## config.mk

```make
export PLATFORM = sky130hd
export DESIGN_NAME = controle_seq
export DESIGN_NICKNAME = d
export VERILOG_FILES = /design/src/rtl/controle_seq.sv
export SDC_FILE = /design/constraint.sdc
export NUM_CORES = 1
export LEC_CHECK = 0
export ABC_AREA = 1
export CORE_AREA = 2 2 53 55
export CTS_BUF_LIST = sky130_fd_sc_hd__clkbuf_4 sky130_fd_sc_hd__clkbuf_8 sky130_fd_sc_hd__clkbuf_16
export DETAILED_ROUTE_END_ITERATION = 8
export DIE_AREA = 0 0 55 57
export HOLD_SLACK_MARGIN = 0.02
export PLACE_DENSITY = 0.7
export SYNTH_ARGS = -nofsm -noshare
export SYNTH_HDL_FRONTEND = slang
export SYNTH_SLANG_ARGS = --single-unit
export TNS_END_PERCENT = 5
```

## constraint.sdc

```tcl
create_clock -name clock -period 1.55 [get_ports clock]
set_input_delay 0.155 -clock clock [delete_from_list [all_inputs] [get_ports clock]]
set_output_delay 0.155 -clock clock [all_outputs]
set_load 0.03 [all_outputs]
```

## src/rtl/controle_seq.sv

```systemverilog
// Purpose : command sequencer driving X/Y/Z register and ULA control codes.
// Latency : ULA op done at c7, shift done at cN+1, clear done at c2 (from accept edge).
// Backpr. : cmd_ready only in IDLE; operand waits indefinitely for operand_valid.
module controle_seq #(
   parameter int CTRL_W = 4,
   parameter int CNT_W  = 4
) (
   input  logic              clock,
   input  logic              reset,
   input  logic              cmd_valid,
   output logic              cmd_ready,
   input  logic [1:0]        cmd_mode,
   input  logic [2:0]        cmd_op,
   input  logic [CNT_W-1:0]  cmd_count,
   input  logic              operand_valid,
   output logic              operand_ack,
   output logic [CTRL_W-1:0] Tx,
   output logic [CTRL_W-1:0] Ty,
   output logic [CTRL_W-1:0] Tz,
   output logic [CTRL_W-1:0] Tula,
   output logic              busy,
   output logic              done,
   output logic              err
);

   // Register control codes
   localparam logic [2:0] C_HOLD   = 3'b000;
   localparam logic [2:0] C_LOAD   = 3'b001;
   localparam logic [2:0] C_SHIFTR = 3'b010;
   localparam logic [2:0] C_SHIFTL = 3'b011;
   localparam logic [2:0] C_RESET  = 3'b100;

   // ULA codes; 111 is not a real operation and falls back to ADD
   localparam logic [2:0] OP_ADD     = 3'b000;
   localparam logic [2:0] OP_ILLEGAL = 3'b111;

   // Command modes
   localparam logic [1:0] M_ULA    = 2'b00;
   localparam logic [1:0] M_SHR    = 2'b01;
   localparam logic [1:0] M_SHL    = 2'b10;
   localparam logic [1:0] M_CLEAR  = 2'b11;

   typedef enum logic [3:0] {
      S_CLR    = 4'd0,
      S_IDLE   = 4'd1,
      S_WAIT_A = 4'd2,
      S_LD_A   = 4'd3,
      S_XFER   = 4'd4,
      S_WAIT_B = 4'd5,
      S_LD_B   = 4'd6,
      S_EXEC   = 4'd7,
      S_SHIFT  = 4'd8,
      S_DONE   = 4'd9
   } state_t;

   state_t           state_q, state_d;
   logic [1:0]       mode_q, mode_d;
   logic [2:0]       op_q, op_d;
   logic [CNT_W-1:0] cnt_q, cnt_d;
   // Distinguishes a commanded clear (ends with done) from a reset clear
   logic             clr_cmd_q, clr_cmd_d;

   // Zero-extend a 3-bit code to the output width
   function automatic logic [CTRL_W-1:0] ext(input logic [2:0] c);
      logic [CTRL_W-1:0] r;
      r      = '0;
      r[2:0] = c;
      return r;
   endfunction

   // State and latched-command registers; reset discards any pending command
   always_ff @(posedge clock) begin
      if (reset) begin
         state_q   <= S_CLR;
         mode_q    <= '0;
         op_q      <= '0;
         cnt_q     <= '0;
         clr_cmd_q <= 1'b0;
      end else begin
         state_q   <= state_d;
         mode_q    <= mode_d;
         op_q      <= op_d;
         cnt_q     <= cnt_d;
         clr_cmd_q <= clr_cmd_d;
      end
   end

   // Next-state logic, command latching and shift counter
   always_comb begin
      state_d   = state_q;
      mode_d    = mode_q;
      op_d      = op_q;
      cnt_d     = cnt_q;
      clr_cmd_d = clr_cmd_q;

      case (state_q)
         S_CLR: begin
            state_d   = clr_cmd_q ? S_DONE : S_IDLE;
            clr_cmd_d = 1'b0;
         end

         S_IDLE: begin
            if (cmd_valid) begin
               mode_d = cmd_mode;
               op_d   = cmd_op;
               cnt_d  = cmd_count;
               case (cmd_mode)
                  M_ULA:   state_d = S_WAIT_A;
                  M_SHR,
                  M_SHL:   state_d = (cmd_count != '0) ? S_SHIFT : S_DONE;
                  M_CLEAR: begin
                     state_d   = S_CLR;
                     clr_cmd_d = 1'b1;
                  end
                  default: state_d = S_IDLE;
               endcase
            end
         end

         S_WAIT_A: if (operand_valid) state_d = S_LD_A;
         S_LD_A:   state_d = S_XFER;
         S_XFER:   state_d = S_WAIT_B;
         S_WAIT_B: if (operand_valid) state_d = S_LD_B;
         S_LD_B:   state_d = S_EXEC;
         S_EXEC:   state_d = S_DONE;

         S_SHIFT: begin
            // Counter saturates at zero; the last shift is the one seen with count 1
            if (cnt_q != '0) cnt_d = cnt_q - CNT_W'(1);
            if (cnt_q <= CNT_W'(1)) state_d = S_DONE;
         end

         S_DONE:   state_d = S_IDLE;

         default:  state_d = S_CLR;
      endcase
   end

   // Moore output decode from the registered state
   always_comb begin
      Tx          = ext(C_HOLD);
      Ty          = ext(C_HOLD);
      Tz          = ext(C_HOLD);
      Tula        = ext(OP_ADD);
      operand_ack = 1'b0;
      done        = 1'b0;
      err         = 1'b0;
      cmd_ready   = (state_q == S_IDLE);
      busy        = (state_q != S_IDLE);

      case (state_q)
         S_CLR: begin
            Tx = ext(C_RESET);
            Ty = ext(C_RESET);
            Tz = ext(C_RESET);
         end
         S_LD_A, S_LD_B: begin
            Tx          = ext(C_LOAD);
            operand_ack = 1'b1;
         end
         S_XFER: Ty = ext(C_LOAD);
         S_EXEC: begin
            Tz = ext(C_LOAD);
            if (op_q == OP_ILLEGAL) begin
               Tula = ext(OP_ADD);
               err  = 1'b1;
            end else begin
               Tula = ext(op_q);
            end
         end
         S_SHIFT: Ty = ext((mode_q == M_SHL) ? C_SHIFTL : C_SHIFTR);
         S_DONE:  done = 1'b1;
         default: ;
      endcase
   end

endmodule

```

==> metrics.log <==
[metrics] outcome: completed
[metrics] arrival time of the worst setup path: 1330 ps
[metrics] Max Cap Viol: 0
[metrics] Final Hold Slack: 465 ps
[metrics] area taken by multi-input logic gates: 602 um2
[metrics] flops & latches, synth: 14
[metrics] grt total ovfl: 0
[metrics] fin crit share: 0.959
[metrics] Die X: 55 um
[metrics] Total Wirelength: 2.32 mm
[metrics] Hold/Removal Path Class: flip-flop to flip-flop
[metrics] number of placement rows: 19
[metrics] count of unique library cells instantiated by Yosys: 27
[metrics] area taken by flip-flops and latches: 287 um2
[metrics] Avg Cell Area, Syn: 6.75 um2
[metrics] most frequent cells in the layout: sky130_fd_sc_hd__nand2_1, sky130_fd_sc_hd__buf_4, sky130_fd_sc_hd__inv_1
[metrics] core footprint: 0.00262 mm2
[metrics] total power after layout: 1.93 mW
[metrics] count of final setup violators: 0
[metrics] first-iteration detailed-routing DRC count: 19
[metrics] via count of the first global-routing pass: 934
[metrics] minimum clock period after layout: 1490 ps
[metrics] TritonCTS buffer count: 3
[metrics] total number of vias: 1022
[metrics] worst setup path category: flip-flop to primary output
[metrics] die outline height: 57 um
[metrics] max-slew violation count: 0
[metrics] vias per std cell: 4.82
[metrics] sequential cell area fraction in the yosys report: 0.286
[metrics] yosys synthesis warning count: 0
[metrics] fraction of registers with async set/reset: 0
[metrics] endpoint class of the critical path: primary output
[metrics] first-pass GRT wire length: 3.84 mm
[metrics] combined area of all synthesized cells: 978 um2
[metrics] number of detailed-routing iterations run before antenna repair: 5
[metrics] IO Count: 34
[metrics] leakage dissipation: 0.589 nW
[metrics] kind of start point of the critical path: flip-flop
[metrics] Setup TNS Final: 0 ps
[metrics] number of hold-repair buffers added at the cts stage: 0
[metrics] GP Congestion: 0.822
[metrics] instance area after placement: 0.00127 mm2
[metrics] clock network latency to the later pin of the worst-skew pair: 280 ps
[metrics] H-tree depth reported by CTS: 1
[metrics] maximum vdd drop: 1.07 mV
[metrics] root cell of the clock tree: sky130_fd_sc_hd__clkbuf_4
[metrics] Layout area overhead: 35.8%
[metrics] number of sinks on the clock net: 14
[metrics] number of nets in the final layout: 200
[metrics] Total Die Area: 0.00314 mm2
[metrics] achievable clock frequency: 672 MHz
[metrics] number of antenna violations at the first check in global routing: 0
[metrics] leading cell type in the layout, fill and taps excluded: sky130_fd_sc_hd__nand2_1
[metrics] Main synth FF type: sky130_fd_sc_hd__dfxtp_1
[metrics] pin count of the biggest net entering global routing: 12
[metrics] clock tree from TritonCTS: done
[metrics] Finished Cell Area: 0.00133 mm2
[metrics] count of buffers inserted at the top-level ports: 27
[metrics] starting density of the core: 0.374
[metrics] worst clock skew: 8.38 ps
[metrics] placed wire-length estimate: 1.86 mm
[metrics] Cells after Synth: 145
[metrics] clock input transition at the sequential cells of the worst setup and hold paths: 90 ps
[metrics] wire length per cell after detailed routing: 11.0 um
[metrics] number of diodes: 0
[metrics] final-report hold violation count: 0
[metrics] setup repair after global routing missed its margin: true
[metrics] clk buf depth: 2
[metrics] fraction of layout instances using a drive strength above 1: 0.287
[metrics] power per cell area: 1450 mW/mm2
[metrics] required time reported for the critical path endpoint: 1390 ps
[metrics] DRC: 0
[metrics] maximum fanout along the worst path: 5
[metrics] count of flip-flops with a built-in enable after synthesis: 0
[metrics] number of nets still failing antenna checks after routing: 0
[metrics] GRT Util Overall: 0.165
[metrics] number of filler cells placed in the layout: 282
-- worst max-delay path, stage by stage, from the launching register on --
cell and delay, ps:
sky130_fd_sc_hd__dfxtp_2 390, sky130_fd_sc_hd__nand2_1 110, sky130_fd_sc_hd__nor2_2 140, sky130_fd_sc_hd__dlygate4sd2_1 410
-- path summary, 6_finish.rpt --
kind               from        end  slack [ps]  depth (start not counted)
max          state_q[1]      Tz[0]          60                          3
min           clr_cmd_q  clr_cmd_q         460                          2
max reg2reg  state_q[3]   cnt_q[2]         180                          8
min reg2reg   clr_cmd_q  clr_cmd_q         460                          2
-- routing by layer --
layer | vias to the layer above | GRT usage | share of wire
li1 | 539 | - | -
met1 | 455 | 0.222 | 0.47
met2 | 23 | 0.259 | 0.47
met3 | 5 | 0.0314 | 0.048
met4 | 0 | 0.0627 | 0.016
met5 | - | 0 | 0
-- synthesized netlist by cell type (4+ instances only) --
master / instances / area share
sky130_fd_sc_hd__inv_2: 6 / 0.023
sky130_fd_sc_hd__nor2_1: 15 / 0.058
sky130_fd_sc_hd__inv_1: 15 / 0.058
sky130_fd_sc_hd__dfxtp_1: 14 / 0.29
sky130_fd_sc_hd__buf_4: 7 / 0.054
sky130_fd_sc_hd__o21ai_1: 7 / 0.036
sky130_fd_sc_hd__nand2_1: 25 / 0.096
sky130_fd_sc_hd__nand3_1: 4 / 0.020
sky130_fd_sc_hd__ha_1: 5 / 0.064
sky130_fd_sc_hd__o21ai_0: 12 / 0.061
sky130_fd_sc_hd__a21oi_1: 12 / 0.061
-- stage by stage --
step / worst slack (ps) / utilization / instances
floorplan: -81.5 / - / 150
detailed placement: 26.4 / 0.487 / 205
global placement: 54.2 / 0.487 / 205
finish: 62.9 / 0.508 / 212
global route: -32.7 / 0.508 / 212
CTS: -89.5 / 0.500 / 209
-- cell families after synthesis --
| kind of cell | after synthesis | share of synthesized area |
|---|---|---|
| fa+ha+maj | 5 | 0.0639 |
| simple gates | 55 | 0.261 |
| buf+inv | 29 | 0.146 |
| xor+xnor | 1 | 0.00895 |
| flops | 14 | 0.286 |
| compound gates | 40 | 0.230 |
| other cells | 1 | 0.00383 |
-- what timing repair did --
| action | CTS | global route |
|---|---|---|
| setup buffers | 0 | 3 |
| endpoints found under the setup margin | 11 | 16 |
| pin swaps | 0 | 1 |
| hold endpoints to repair | 0 | 0 |
| gates resized for setup | 6 | 13 |
-- power breakdown --
group	switching, mW	internal, mW
Sequential	0.0825	0.458
Combinational	0.715	0.413
Clock	0.122	0.143
-- state kept, by name, indices dropped and copies added (netlist names) --
signal / count
clr_cmd_q: 1
cnt_q: 4
mode_q: 2
op_q: 3
state_q: 4
-- cell type report --
| class | instances | area share |
|---|---|---|
| Clock buffer | 4 | 0.0273 |
| Timing Repair Buffer | 35 | 0.216 |
| Tap cell | 31 | 0.0292 |
| Multi-Input combinational cell | 107 | 0.453 |
| Sequential cell | 14 | 0.216 |
| Inverter | 21 | 0.0593 |
Note: power is estimated with default switching activity, not from simulation.
